[config.mk]
export PLATFORM = sky130hd
export DESIGN_NAME = counter_b4_sched_flat
export DESIGN_NICKNAME = d
export VERILOG_FILES = /design/src/rtl/counter_b4_sched_if.sv /design/src/rtl/counter_b4_sched.sv /design/src/flat_wrapper.sv
export SDC_FILE = /design/constraint.sdc
export NUM_CORES = 1
export LEC_CHECK = 0
export CORE_MARGIN = 2
export CORE_UTILIZATION = 44
export CTS_BUF_LIST = sky130_fd_sc_hd__clkbuf_8
export DETAILED_ROUTE_END_ITERATION = 8
export PLACE_DENSITY = 0.78
export SETUP_SLACK_MARGIN = 0.05
export SYNTH_ARGS = -nofsm -noshare
export SYNTH_HDL_FRONTEND = slang
export SYNTH_SLANG_ARGS = --single-unit
[constraint.sdc]
create_clock -name sq_clk -period 1.6 [get_ports sq_clk]
set_clock_uncertainty 0.1 [all_clocks]
set_input_delay 0.4 -clock sq_clk [delete_from_list [all_inputs] [get_ports sq_clk]]
set_output_delay 0.4 -clock sq_clk [all_outputs]
set_load 0.02 [all_outputs]
[src/rtl/counter_b4_sched_if.sv]
// rtl/counter_b4_sched_if.sv - requester and counter-side signal bundle for counter_b4_sched
//
// master : the scheduler (drives grants, results and the counter controls)
// slave  : the requesters plus the shared counter (drive jobs, Q and rco)
//
// Signals:
//   sq_req[2]                job request, level-sensitive, one bit per requester
//   sq_mode0/1[2]            job counting mode
//   sq_seed0/1[4]            job start value
//   sq_len0/1[4]             RUN cycles (0 = load-only)
//   sq_gnt[2]                one-hot grant held for the whole job
//   sq_done[2]               one-cycle completion pulse
//   sq_result[4]             final count of the last job
//   sq_rco_cnt[4]            rco-high RUN cycles of the last job, saturating
//   sq_busy                  high outside IDLE
//   sq_cnt_enable/mode/D     counter controls
//   sq_cnt_Q[4], sq_cnt_rco  counter outputs
interface counter_b4_sched_if;
    logic [1:0] sq_req;
    logic [1:0] sq_mode0;
    logic [1:0] sq_mode1;
    logic [3:0] sq_seed0;
    logic [3:0] sq_seed1;
    logic [3:0] sq_len0;
    logic [3:0] sq_len1;
    logic [1:0] sq_gnt;
    logic [1:0] sq_done;
    logic [3:0] sq_result;
    logic [3:0] sq_rco_cnt;
    logic       sq_busy;
    logic       sq_cnt_enable;
    logic [1:0] sq_cnt_mode;
    logic [3:0] sq_cnt_D;
    logic [3:0] sq_cnt_Q;
    logic       sq_cnt_rco;

    modport master (
        input  sq_req, sq_mode0, sq_mode1, sq_seed0, sq_seed1, sq_len0, sq_len1,
        input  sq_cnt_Q, sq_cnt_rco,
        output sq_gnt, sq_done, sq_result, sq_rco_cnt, sq_busy,
        output sq_cnt_enable, sq_cnt_mode, sq_cnt_D
    );

    modport slave (
        output sq_req, sq_mode0, sq_mode1, sq_seed0, sq_seed1, sq_len0, sq_len1,
        output sq_cnt_Q, sq_cnt_rco,
        input  sq_gnt, sq_done, sq_result, sq_rco_cnt, sq_busy,
        input  sq_cnt_enable, sq_cnt_mode, sq_cnt_D
    );
endinterface

[src/rtl/counter_b4_sched.sv]
// rtl/counter_b4_sched.sv - round-robin scheduler sharing one 4-bit counter between two requesters
//
// Ports:
//   sq_clk    rising-edge clock, shared with the counter
//   sq_reset  synchronous active-low reset
//   bus       counter_b4_sched_if.master: job requests in, grant/done/result out,
//             counter enable/mode/D out, counter Q/rco in
//
// Sequence per job: IDLE -> LOAD -> RUN (len cycles, skipped for load-only jobs)
// -> CAPTURE -> DONE -> IDLE.
module counter_b4_sched (
    input  logic                  sq_clk,
    input  logic                  sq_reset,
    counter_b4_sched_if.master    bus
);
    typedef enum logic [2:0] {
        S_IDLE,
        S_LOAD,
        S_RUN,
        S_CAPTURE,
        S_DONE
    } state_t;

    localparam logic [1:0] MODE_LOAD = 2'b11;

    state_t     state;
    logic       last_gnt;       // requester granted most recently
    logic [1:0] job_mode;
    logic [3:0] job_len;
    logic [3:0] remaining;
    logic [1:0] gnt_q;
    logic [1:0] done_q;
    logic [3:0] result_q;
    logic [3:0] rco_q;
    logic       busy_q;
    logic       en_q;
    logic [1:0] mode_q;
    logic [3:0] d_q;

    logic any_req;
    logic winner;

    // On contention the winner is whichever requester was not granted last.
    always_comb begin
        any_req = |bus.sq_req;
        winner  = bus.sq_req[1] & (~bus.sq_req[0] | ~last_gnt);
    end

    always_ff @(posedge sq_clk) begin
        if (!sq_reset) begin
            state     <= S_IDLE;
            last_gnt  <= 1'b1;      // so requester 0 wins the first contention
            job_mode  <= 2'b00;
            job_len   <= 4'd0;
            remaining <= 4'd0;
            gnt_q     <= 2'b00;
            done_q    <= 2'b00;
            result_q  <= 4'd0;
            rco_q     <= 4'd0;
            busy_q    <= 1'b0;
            en_q      <= 1'b0;
            mode_q    <= 2'b00;
            d_q       <= 4'd0;
        end else begin
            case (state)
                S_IDLE: begin
                    if (any_req) begin
                        last_gnt <= winner;
                        gnt_q    <= winner ? 2'b10 : 2'b01;
                        job_mode <= winner ? bus.sq_mode1 : bus.sq_mode0;
                        job_len  <= winner ? bus.sq_len1  : bus.sq_len0;
                        rco_q    <= 4'd0;
                        busy_q   <= 1'b1;
                        en_q     <= 1'b1;
                        mode_q   <= MODE_LOAD;
                        d_q      <= winner ? bus.sq_seed1 : bus.sq_seed0;
                        state    <= S_LOAD;
                    end
                end

                S_LOAD: begin
                    remaining <= job_len;
                    if (job_len == 4'd0 || job_mode == MODE_LOAD) begin
                        mode_q <= MODE_LOAD;
                        state  <= S_CAPTURE;
                    end else begin
                        mode_q <= job_mode;
                        state  <= S_RUN;
                    end
                end

                S_RUN: begin
                    remaining <= remaining - 4'd1;
                    if (bus.sq_cnt_rco && rco_q != 4'hF) begin
                        rco_q <= rco_q + 4'd1;
                    end
                    if (remaining == 4'd1) begin
                        mode_q <= MODE_LOAD;
                        state  <= S_CAPTURE;
                    end
                end

                S_CAPTURE: begin
                    result_q <= bus.sq_cnt_Q;
                    done_q   <= gnt_q;
                    en_q     <= 1'b0;
                    mode_q   <= 2'b00;
                    d_q      <= 4'd0;
                    state    <= S_DONE;
                end

                S_DONE: begin
                    done_q <= 2'b00;
                    gnt_q  <= 2'b00;
                    busy_q <= 1'b0;
                    state  <= S_IDLE;
                end

                default: begin
                    state <= S_IDLE;
                end
            endcase
        end
    end

    always_comb begin
        bus.sq_gnt        = gnt_q;
        bus.sq_done       = done_q;
        bus.sq_result     = result_q;
        bus.sq_rco_cnt    = rco_q;
        bus.sq_busy       = busy_q;
        bus.sq_cnt_enable = en_q;
        bus.sq_cnt_mode   = mode_q;
        // CAPTURE feeds Q straight back so the reload holds the counter at its
        // final value; a registered copy would be one count behind.
        bus.sq_cnt_D      = (state == S_CAPTURE) ? bus.sq_cnt_Q : d_q;
    end
endmodule
[src/flat_wrapper.sv]
// flat-port wrapper written by rule: the top's interface ports become plain ports
module counter_b4_sched_flat 
  (sq_clk, sq_reset, bus_sq_req, bus_sq_mode0, bus_sq_mode1, bus_sq_seed0, bus_sq_seed1, bus_sq_len0, bus_sq_len1, bus_sq_cnt_Q, bus_sq_cnt_rco, bus_sq_gnt, bus_sq_done, bus_sq_result, bus_sq_rco_cnt, bus_sq_busy, bus_sq_cnt_enable, bus_sq_cnt_mode, bus_sq_cnt_D);
  counter_b4_sched_if bus_i ();
  input  logic sq_clk;
  input  logic sq_reset;
  input wire logic [$bits(bus_i.sq_req)-1:0] bus_sq_req;
  input wire logic [$bits(bus_i.sq_mode0)-1:0] bus_sq_mode0;
  input wire logic [$bits(bus_i.sq_mode1)-1:0] bus_sq_mode1;
  input wire logic [$bits(bus_i.sq_seed0)-1:0] bus_sq_seed0;
  input wire logic [$bits(bus_i.sq_seed1)-1:0] bus_sq_seed1;
  input wire logic [$bits(bus_i.sq_len0)-1:0] bus_sq_len0;
  input wire logic [$bits(bus_i.sq_len1)-1:0] bus_sq_len1;
  input wire logic [$bits(bus_i.sq_cnt_Q)-1:0] bus_sq_cnt_Q;
  input wire logic [$bits(bus_i.sq_cnt_rco)-1:0] bus_sq_cnt_rco;
  output wire logic [$bits(bus_i.sq_gnt)-1:0] bus_sq_gnt;
  output wire logic [$bits(bus_i.sq_done)-1:0] bus_sq_done;
  output wire logic [$bits(bus_i.sq_result)-1:0] bus_sq_result;
  output wire logic [$bits(bus_i.sq_rco_cnt)-1:0] bus_sq_rco_cnt;
  output wire logic [$bits(bus_i.sq_busy)-1:0] bus_sq_busy;
  output wire logic [$bits(bus_i.sq_cnt_enable)-1:0] bus_sq_cnt_enable;
  output wire logic [$bits(bus_i.sq_cnt_mode)-1:0] bus_sq_cnt_mode;
  output wire logic [$bits(bus_i.sq_cnt_D)-1:0] bus_sq_cnt_D;
  assign bus_i.sq_req = bus_sq_req;
  assign bus_i.sq_mode0 = bus_sq_mode0;
  assign bus_i.sq_mode1 = bus_sq_mode1;
  assign bus_i.sq_seed0 = bus_sq_seed0;
  assign bus_i.sq_seed1 = bus_sq_seed1;
  assign bus_i.sq_len0 = bus_sq_len0;
  assign bus_i.sq_len1 = bus_sq_len1;
  assign bus_i.sq_cnt_Q = bus_sq_cnt_Q;
  assign bus_i.sq_cnt_rco = bus_sq_cnt_rco;
  assign bus_sq_gnt = bus_i.sq_gnt;
  assign bus_sq_done = bus_i.sq_done;
  assign bus_sq_result = bus_i.sq_result;
  assign bus_sq_rco_cnt = bus_i.sq_rco_cnt;
  assign bus_sq_busy = bus_i.sq_busy;
  assign bus_sq_cnt_enable = bus_i.sq_cnt_enable;
  assign bus_sq_cnt_mode = bus_i.sq_cnt_mode;
  assign bus_sq_cnt_D = bus_i.sq_cnt_D;
  counter_b4_sched u_core (.sq_clk(sq_clk), .sq_reset(sq_reset), .bus(bus_i));
endmodule
After elaboration in Yosys (flattened, before gate mapping) --
Index checks and enable logic that the tools add are counted.
Cells by class: add/sub/neg operators 2, $mul 0, divide/modulo/power cells 0, order comparisons 0, equality and inequality tests 10, shifts and indexed selects 0, multiplexer cells 25, bitwise gates (word level) 4, reduce and logical (&&, ||, !) cells 17
Operators by type and width (count):
- two-way mux 4 bit | 6
- one-hot mux 4 bit (2 select lines) | 3
- two-way mux 2 bit | 6
- one-hot mux 3 bit (4 select lines) | 1
- nonzero test 2 bit | 5
- one-hot mux 2 bit (2 select lines) | 2
- one-hot mux 2 bit (4 select lines) | 1
- AND reduction 2 bit | 4
- equality test 3 x 2 -> 1 bit, second input constant | 2
- two-way mux 3 bit | 2
- inequality test 2 x 1 -> 1 bit, second input constant | 3
- AND reduction 3 bit | 2
- adder 4 x 1 -> 4 bit, second input constant | 1
- equality test 4 x 1 -> 1 bit, second input constant | 1
- logical NOT 4 bit | 1
- inequality test 4 bit, second input constant | 1
- one-hot mux 1 bit (2 select lines) | 2
- nonzero test 4 bit | 1
- subtractor 4 x 1 -> 4 bit, second input constant | 1
- equality test 3 x 1 -> 1 bit, second input constant | 1
- equality test 3 bit, second input constant | 1
- logical NOT 3 bit | 1
- equality test 2 bit, second input constant | 1
- two-way mux 1 bit | 2
- 6 further kinds | 7
Word-level totals: register bits after elaboration 34, bits in latches 0, RAM bits 0, bits in read-only memories 0, bits of input ports 29, memories kept 0

Depth between registers and ports, before layout --
Gate-level depths: netlist of run 1.
depth after elaboration 6, gate-level depth with buffers 5, depth with buffers taken out 4

Worst setup path before layout of run 1 --
Ideal clock, no wire load.
kind register to output, start register u_core.state[2], end output port bus_sq_cnt_D[0], data arrival time 1175 ps, data required time 1100 ps, path slack -75 ps, stages on the path, launching flop included 6, cell sequence dfxtp_1 clkbuf_1 nand3b_1 buf_2 nand2_1 nand2_1
Between the ends: word-level cells in the longest chain between the ends 2
Ends and longest elaborated chain:
- start: declaration | line counter_b4_sched.sv:26 | state_t state;
- start signal: assignment | line counter_b4_sched.sv:51 | state <= S_IDLE;
- start signal: assignment | line counter_b4_sched.sv:77 | state <= S_LOAD;
- start signal: assignment | line counter_b4_sched.sv:85 | state <= S_CAPTURE;
- equality test 3 x 2 -> 1 bit | line counter_b4_sched.sv:136 | bus.sq_cnt_D = (state == S_CAPTURE) ? bus.sq_cnt_Q : d_q;
- two-way mux 4 bit | line counter_b4_sched.sv:136
- end: declaration | line flat_wrapper.sv:23 | output wire logic [$bits(bus_i.sq_cnt_D)-1:0] bus_sq_cnt_D;
Every way passes these cells.

Worst setup path after layout of run 1 --
start register u_core.state[2], end output port bus_sq_cnt_D[2]
The elaborated chain is that of the path after synthesis.

==> run metrics, run 1 <==
Worst Reg-to-Reg Cells=4; placed insts=301; placed inst area=around 2400 um2; worst path cell trace=and3b_2 > nand2_2 > nand2_2 > buf_6; MaxCap Viol Count=0; CTS tree=yes; clk slew on worst S/H paths=~70 ps; Top FF cell, synth=dfxtp_1; YS warnings=0; Placeable Area=roughly 3600 um2; most common cell in the netlist=dfxtp_1; Root Buffer=clkbuf_8; DRT Pass-1 Iters=4; hold_buf cts=0; CTS Buf Count=5; Max-Slew Margin vs Limit=0.7073; final critical-path share of the clock period=1.072; Mapped Cells=189; vias per cell=5.301; die height=about 65 um; Final Hold Viols=0; clk_lat worst skew=290 ps; Final Util=0.7087; Filler cells=305; #FFs+latches synth=34; initial drt markers=103; Synth async-reset ratio=0; critical path's largest stage delay=330 ps; routability cong.=0.8239; fin cells=316; ANT cells=0; htree depth=2; Worst path most repeated cell=nand2_2; M1 wire length=2024 um; Max Fanout on Critical Path=5; Mapped Avg Cell Area=8.739 um2; CP Buf/Inv Count=1; first-pass GRT wire length=7293 um; crit path launch=u_core.state[2]; max layer used=met4; pre-CTS setup slack=-485.4 ps; top cell type's share of synthesized area=0.4121; sequential-to-total area share from yosys stat=0.4121; routed via count=roughly 1700; Die Area=4260 um2; failing checks=negative setup slack; Port Buffers=48; final WL=4467 um; reg2reg end=u_core.bus.sq_rco_cnt[3]; synth cell count leaders=dfxtp_1, nand2_1, a21oi_1; vias in the first global route=1604; num rows=22; Worst EP arrival=1220 ps; antenna violations before repair=0; DP HPWL=3123 um; peak supply drop=0.0007612 V; # DRC=0; FF+latch area=686.9 um2; total grt overflow=0; final worst setup slack=-115.0 ps; Syn Nets=221; delay-heaviest family, CP=simple AND/OR/NAND/NOR gates; Leak=0.001094 uW; design area=2575 um2; metal2 WL=2177 um; DR WL met3=206 um; worst path required time=1100 ps; Nets=299; fmax=583.1 MHz; Slowest-stage cell, CP=dfxtp_2; EDFF count, synth=0; Max Buffers Root-to-Sink=2; drt wl/cell=14.14 um; clock sinks=34; Cell variety after synth=49; worst setup path category=flip-flop to primary output; flop2flop setup slack=40 ps; area leader, netlist=dfxtp_1; initial core utilization=0.4545; largest net degree at the start of global routing=14; top cells by area, synth=dfxtp_1, mux2i_1, a21oi_1, nand2_1, a211oi_1; layout cells sized above 1=0.2948; minimum clock period=1715 ps; Crit path depth=4; Antenna Nets Post-Route=0; Synth-to-Final Area Change=55.91%; pin slew with the least headroom to its limit=435.0 ps; status=complete, but fails checks; final setup vio count=4; # IOs=49; total power per unit cell area=1576 nW/um2; Reg-to-Reg Start=u_core.state[0]; all-layer global routing usage=0.2214; RSZ-0062 raised after global routing=true; Setup crit end kind=primary output; worst setup path endpoint=bus_sq_cnt_D[2]; Final Max Tran Viols=0; Multi-input gate area=~970 um2; Hold WC Path Type=flip-flop to flip-flop; post-synthesis cell area=about 1700 um2; Die X=65.27 um; startpoint types=flip-flop
stage by stage:
stage                     hold slack, ps  power (uW)  TNS (ps)
after floorplan                    332.2        2477         0
after global placement             341.9        3161     -6877
after detailed placement           348.7        3199     -7442
after CTS                          356.9        3895    -388.0
after global routing               389.8        4318    -629.8
final                              354.3        4059    -433.6
where the power goes:
| part | leakage (uW) | internal [uW] | switching, uW |
|---|---|---|---|
| sequential | 0.000281 | 1120 | 225 |
| combinational | 0.000761 | 1040 | 1040 |
| clock | 0.0000524 | 340 | 303 |
registers in the layout, indices dropped and copies added (netlist names), 3 cells and up:
| register | count |
|---|---|
| u_core.job_len | 4 |
| u_core.remaining | 4 |
| u_core.state | 3 |
| u_core.bus.sq_result | 4 |
| u_core.d_q | 4 |
| u_core.bus.sq_rco_cnt | 4 |
layout by cell type (no fill, tap or decap), types with 3 or more instances in the layout:
cell,n
dlygate4sd2_1,15
o2bb2ai_1,4
dfxtp_1,31
mux2i_1,11
buf_4,30
nand2_2,11
a21oi_1,18
clkbuf_8,6
clkdlybuf4s50_1,26
a211oi_1,6
nor3_1,3
nand2b_1,4
nand3_1,7
nand2_1,10
buf_6,7
a31oi_1,3
inv_1,7
nor2_1,7
o21ai_0,4
ha_1,3
how the worst min path moves through the flow:
stage,startpoint,end,slack (ps),cells after the start
2_1_floorplan,u_core.d_q[0],u_core.d_q[0],330,1
3_3_place_gp,u_core.bus.sq_result[1],u_core.bus.sq_result[1],340,2
3_5_place_dp,u_core.bus.sq_cnt_mode[1],u_core.bus.sq_cnt_mode[1],350,2
4_1_cts,u_core.bus.sq_cnt_mode[1],u_core.bus.sq_cnt_mode[1],360,2
5_1_grt,u_core.bus.sq_cnt_mode[0],u_core.bus.sq_cnt_mode[0],390,2
6_report,u_core.bus.sq_cnt_mode[1],u_core.bus.sq_cnt_mode[1],350,2
routing by layer:
| metal | GRT usage | vias to the layer above |
|---|---|---|
| met5 | 0 | - |
| met3 | 0.06849 | 7 |
| met1 | 0.2777 | 775 |
| met2 | 0.3622 | 45 |
| li1 | - | 848 |
| met4 | 0.07031 | 0 |
cells by family after synthesis:
logic type | after synthesis | synth area share
flops | 34 | 0.4121
simple gates | 65 | 0.2083
buf+inv | 19 | 0.04773
fa+ha+maj | 3 | 0.02273
xor+xnor | 1 | 0.005304
mux | 12 | 0.07349
compound gates | 55 | 0.2303
area by class of cell:
| class | count | share of cell area |
|---|---|---|
| Tap cell | 48 | 0.02332 |
| Inverter | 7 | 0.01020 |
| Sequential cell | 34 | 0.2668 |
| Clock buffer | 6 | 0.03207 |
| Clock inverter | 2 | 0.003401 |
| Multi-Input combinational cell | 136 | 0.3785 |
| Timing Repair Buffer | 83 | 0.2857 |
tightest hold or removal path: stages, from the launching register on:
cell and delay, ps:
dfxtp_1 310, inv_1 50, a31oi_1 60
what timing repair did:
action / 4_1_cts / 5_1_grt
setup endpoints to repair: 36 / 25
pin swaps: 3 / 9
gates cloned: 1 / 1
resized for setup: 58 / 21
setup buffers: 3 / 2
(Power assumes the default switching activity.)
==> run 2: changes to the inputs <==
CORE_UTILIZATION = 40   (was 44)
MAX_ROUTING_LAYER = met4   (was unset)
PLACE_DENSITY = 0.72   (was 0.78)
==> run metrics, run 2 (same netlist as run 1, synthesis figures left out) <==
status=complete, but fails checks; failing checks=negative setup slack; total power per unit cell area=1595 nW/um2 (+1.2%); antenna violations before repair=0 (unchanged); Nets=297 (-0.67%); die height=68.26 um (+4.6%); initial drt markers=123 (+19%); routability cong.=0.8427 (+2.3%); Die X=68.26 um (+4.6%); total negative slack=-550.8 ps (-117.2 ps); final worst setup slack=-150.1 ps (-35.09 ps); initial core utilization=0.4129 (-0.04166); startpoint types=flip-flop; routed via count=1712 (+2.2%); MaxCap Viol Count=0 (unchanged); final critical-path share of the clock period=1.094 (+0.02193); clk slew on worst S/H paths=70 ps (about the same); Combinational Power Share=0.525 (+0.014); worst setup path category=flip-flop to primary output; worst path required time=1100 ps (about the same); Clock power frac=0.154 (-0.005); # DRC=0 (unchanged); ANT cells=0 (unchanged); first-pass GRT wire length=7155 um (-1.9%); switching share of power=0.3859 (+0.0008115); CTS Buf Count=5 (unchanged); DP HPWL=3086 um (-1.2%); layout cells sized above 1=0.2744 (-0.02034); htree depth=2 (unchanged); drt wl/cell=13.89 um (-1.7%); commonest cells after routing, fill and taps aside=dfxtp_1, clkdlybuf4s50_1, buf_4; Placeable Area=4000 um2 (+10%); Final Max Tran Viols=0 (unchanged); largest net degree at the start of global routing=15 (+1); most common cell after layout, fill and taps aside=dfxtp_1; DRT Pass-1 Iters=4 (unchanged); Synth-to-Final Area Change=58.18%; critical path's largest stage delay=330 ps (about the same); pre-CTS setup slack=-483.2 ps (+2.240 ps); Hold WC Path Type=flip-flop to flip-flop; fmax=571.4 MHz (-2.0%); vias in the first global route=1544 (-3.7%); all-layer global routing usage=0.2115 (-0.009941); Leak=0.001098 uW (+0.32%); clk_lat worst skew=280 ps (about the same); Antenna Nets Post-Route=0 (unchanged); total grt overflow=0 (unchanged); clock sinks=34 (unchanged); Final Hold Viols=0 (unchanged); worst path cell trace=nand3b_1 > nand2_1 > nand2_2 > buf_6; RSZ-0062 raised after global routing=true; final setup vio count=4 (unchanged); Root Buffer=clkbuf_8; Hold Slack=350.4 ps (-3.859 ps); CTS tree=yes; Setup crit end kind=primary output; Max-Slew Margin vs Limit=0.6878 (-0.01948); Max Fanout on Critical Path=6 (+1); pin slew with the least headroom to its limit=464.4 ps (+29.36 ps); Switch Pwr=1609 uW (+2.9%); # IOs=49 (unchanged); Die Area=4659 um2 (+9.4%); Max Buffers Root-to-Sink=2 (unchanged); minimum clock period=1750 ps (+35.09 ps); Pint=2560 uW (+2.5%); num rows=23 (+4.5%); peak supply drop=0.0008533 V (+12%); final WL=4390 um (-1.7%); vias per cell=5.418 (+2.2%); Slowest-stage cell, CP=dfxtp_2; Worst EP arrival=1250 ps (+30 ps); overall power=4168 uW (+2.7%); Port Buffers=48 (unchanged); sequential share of power=0.321 (-0.010)
==> run 2: final cells by class <==
class	count	area [um2]
clock inverters	2	8.758
flip-flops and latches	34	684.4
clock buffers	6	82.58
multi-input cells	136	998.5
well taps	50	62.56
repair buffers	81	749.5
inverters	7	26.28
fillers	325	1388
==> run 2: per-stage QoR <==
stage | instances | cell area (um2) | utilization
2_1_floorplan | 189 | 1677 | -
3_3_place_gp | 300 | 2347 | 0.5868
3_5_place_dp | 300 | 2347 | 0.5868
4_1_cts | 317 | 2545 | 0.6362
5_1_grt | 316 | 2613 | 0.6531
6_report | 316 | 2613 | 0.6531
==> run 2: routing by layer <==
| layer | global-route usage | share of wire |
|---|---|---|
| met5 | - | 0 |
| met4 | 0.06500 | 0.012 |
| met3 | 0.05099 | 0.044 |
| met2 | 0.3131 | 0.49 |
| met1 | 0.2846 | 0.46 |
==> run 2: path summary, 6_finish.rpt <==
kind | from | cells past startpoint | slack, ps | endpoint
max reg2reg | u_core.state[0] | 4 | 40 | u_core.bus.sq_rco_cnt[3]
min reg2reg | u_core.bus.sq_result[1] | 2 | 350 | u_core.bus.sq_result[1]
max | u_core.state[2] | 4 | -150 | bus_sq_cnt_D[2]
min | u_core.bus.sq_result[1] | 2 | 350 | u_core.bus.sq_result[1]
==> run 2: worst max-delay path, delay by kind of cell, from the launching register on <==
family,cells,cell delay [ps]
buffers and inverters,1,130
and+or+nand+nor,3,510
DFF,1,330
==> run 2: power groups by stage <==
| stage | clock [uW] | combinational (uW) | sequential [uW] |
|---|---|---|---|
| 6_report | 641 | 2190 | 1340 |
| 5_1_grt | 701 | 2390 | 1370 |
| 4_1_cts | 655 | 1990 | 1310 |
| 3_5_place_dp | 0 | 1850 | 1320 |
| 3_3_place_gp | 0 | 1830 | 1310 |
| 2_1_floorplan | 0 | 1100 | 1380 |
==> run 2: timing repair <==
item	in CTS	in global routing
hold endpoints to repair	0	0
hold buffers	0	0
endpoints found under the setup margin	37	32
gates resized for setup	56	21
pin swaps	10	8
buffers inserted	8	1
cloned	1	1
==> run 3: changes to the inputs <==
CORE_MARGIN = 5   (was 2)
REMOVE_ABC_BUFFERS = 1   (was unset)
==> run metrics, run 3 (same netlist as run 1, synthesis figures left out) <==
routability cong.=0.7962 (-5.5%); total negative slack=-1198 ps (-647.1 ps); design area=2932 um2 (+12%); overall power=4835 uW (+16%); layout cells sized above 1=0.4271 (+0.1526); die height=74.26 um (+8.8%); CTS Buf Count=5 (unchanged); Die Area=5514 um2 (+18%); routed via count=1848 (+7.9%); worst path required time=1100 ps (about the same); placed inst area=2375 um2 (+1.2%); vias in the first global route=1780 (+15%); clock sinks=34 (unchanged); antenna violations before repair=0 (unchanged); CTS tree=yes; Max Fanout on Critical Path=5 (-1); clk_lat worst skew=290 ps (about the same); ANT cells=0 (unchanged); # IOs=49 (unchanged); first-pass GRT wire length=8342 um (+17%); Final Max Tran Viols=0 (unchanged); pre-CTS setup slack=-490.8 ps (-7.623 ps); Final Util=0.7329 (+0.07976); fmax=562.8 MHz (-1.5%); Final Hold Viols=0 (unchanged); Worst EP arrival=1280 ps (+30 ps); total power per unit cell area=1649 nW/um2 (+3.4%); Synth-to-Final Area Change=77.50%; DRT Pass-1 Iters=4 (unchanged); drt wl/cell=17.08 um (+23%); num rows=23 (unchanged); vias per cell=5.467 (+0.92%); status=complete, but fails checks; initial core utilization=0.4129 (unchanged); Filler cells=278 (-14%); minimum clock period=1777 ps (+26.77 ps); commonest cells after routing, fill and taps aside=buf_4, dfxtp_1, clkdlybuf4s50_1; Setup crit end kind=primary output; clk slew on worst S/H paths=70 ps (about the same); htree depth=2 (unchanged); RSZ-0062 raised after global routing=true; Port Buffers=48 (unchanged); Root Buffer=clkbuf_8; total grt overflow=0 (unchanged); all-layer global routing usage=0.2044 (-0.007102); MaxCap Viol Count=0 (unchanged); final setup vio count=20 (+16); most common cell after layout, fill and taps aside=buf_4; Nets=319 (+7.4%); pin slew with the least headroom to its limit=568.5 ps (+104.2 ps); startpoint types=flip-flop; Hold WC Path Type=flip-flop to flip-flop; largest net degree at the start of global routing=12 (-3); peak supply drop=0.0009684 V (+13%); worst setup path category=flip-flop to primary output; hold_buf cts=0 (unchanged); Die X=74.26 um (+8.8%); Leak=0.001228 uW (+12%); final WL=5774 um (+32%); DP HPWL=3377 um (+9.4%); # DRC=0 (unchanged); final critical-path share of the clock period=1.111 (+0.01673); Max-Slew Margin vs Limit=0.6178 (-0.07003); Max Buffers Root-to-Sink=2 (unchanged); initial drt markers=152 (+24%); Antenna Nets Post-Route=0 (unchanged); failing checks=negative setup slack; Placeable Area=4000 um2 (unchanged); final worst setup slack=-176.9 ps (-26.77 ps)
-- run 3: what timing repair did --
action / CTS / global route
cloned: 0 / 0
gates resized for setup: 78 / 43
setup endpoints to repair: 37 / 37
setup buffers: 20 / 5
pin swaps: 12 / 19
-- run 3: per-layer routing --
metal  track usage  vias to the layer above  wire length, um
li1              -                      892                -
met1        0.2426                      883             2338
met2        0.3376                       63             3008
met3       0.03784                       10              307
met4       0.08893                        0              119
met5             -                        -                0
-- run 3: path summary, 6_finish.rpt --
check,endpoint,depth (start not counted),slack [ps],startpoint
max,bus_sq_cnt_D[0],4,-180,u_core.state[2]
max reg2reg,u_core.d_q[0],7,-60,u_core.state[2]
min,u_core.bus.sq_result[3],2,350,u_core.bus.sq_result[3]
min reg2reg,u_core.bus.sq_result[3],2,350,u_core.bus.sq_result[3]
-- run 3: area by class of cell --
type	instances	area (um2)	area share
multi-input combinational	136	1110	0.3786
inverter	7	26.28	0.008963
sequential	34	684.4	0.2335
tap	50	62.56	0.02134
clock buffer	8	110.1	0.03756
timing repair buffer	103	938.4	0.3201
-- run 3: critical path, stage by stage (launching register included) --
cell,delay [ps]
dfxtp_2,340
and3b_2,340
nand2_2,100
nand2_2,90
buf_6,110
-- run 3: stage by stage --
step	std cells	hold slack [ps]
final	338	352.8
after global routing	338	375.9
after CTS	334	351.9
after detailed placement	306	345.6
after global placement	306	341.3
after floorplan	177	332.2
-- run 3: power by group --
group / switching (uW) / leakage, uW / internal [uW]
registers: 232 / 0.000280 / 1110
logic: 1320 / 0.000891 / 1410
clock network: 321 / 0.0000575 / 435
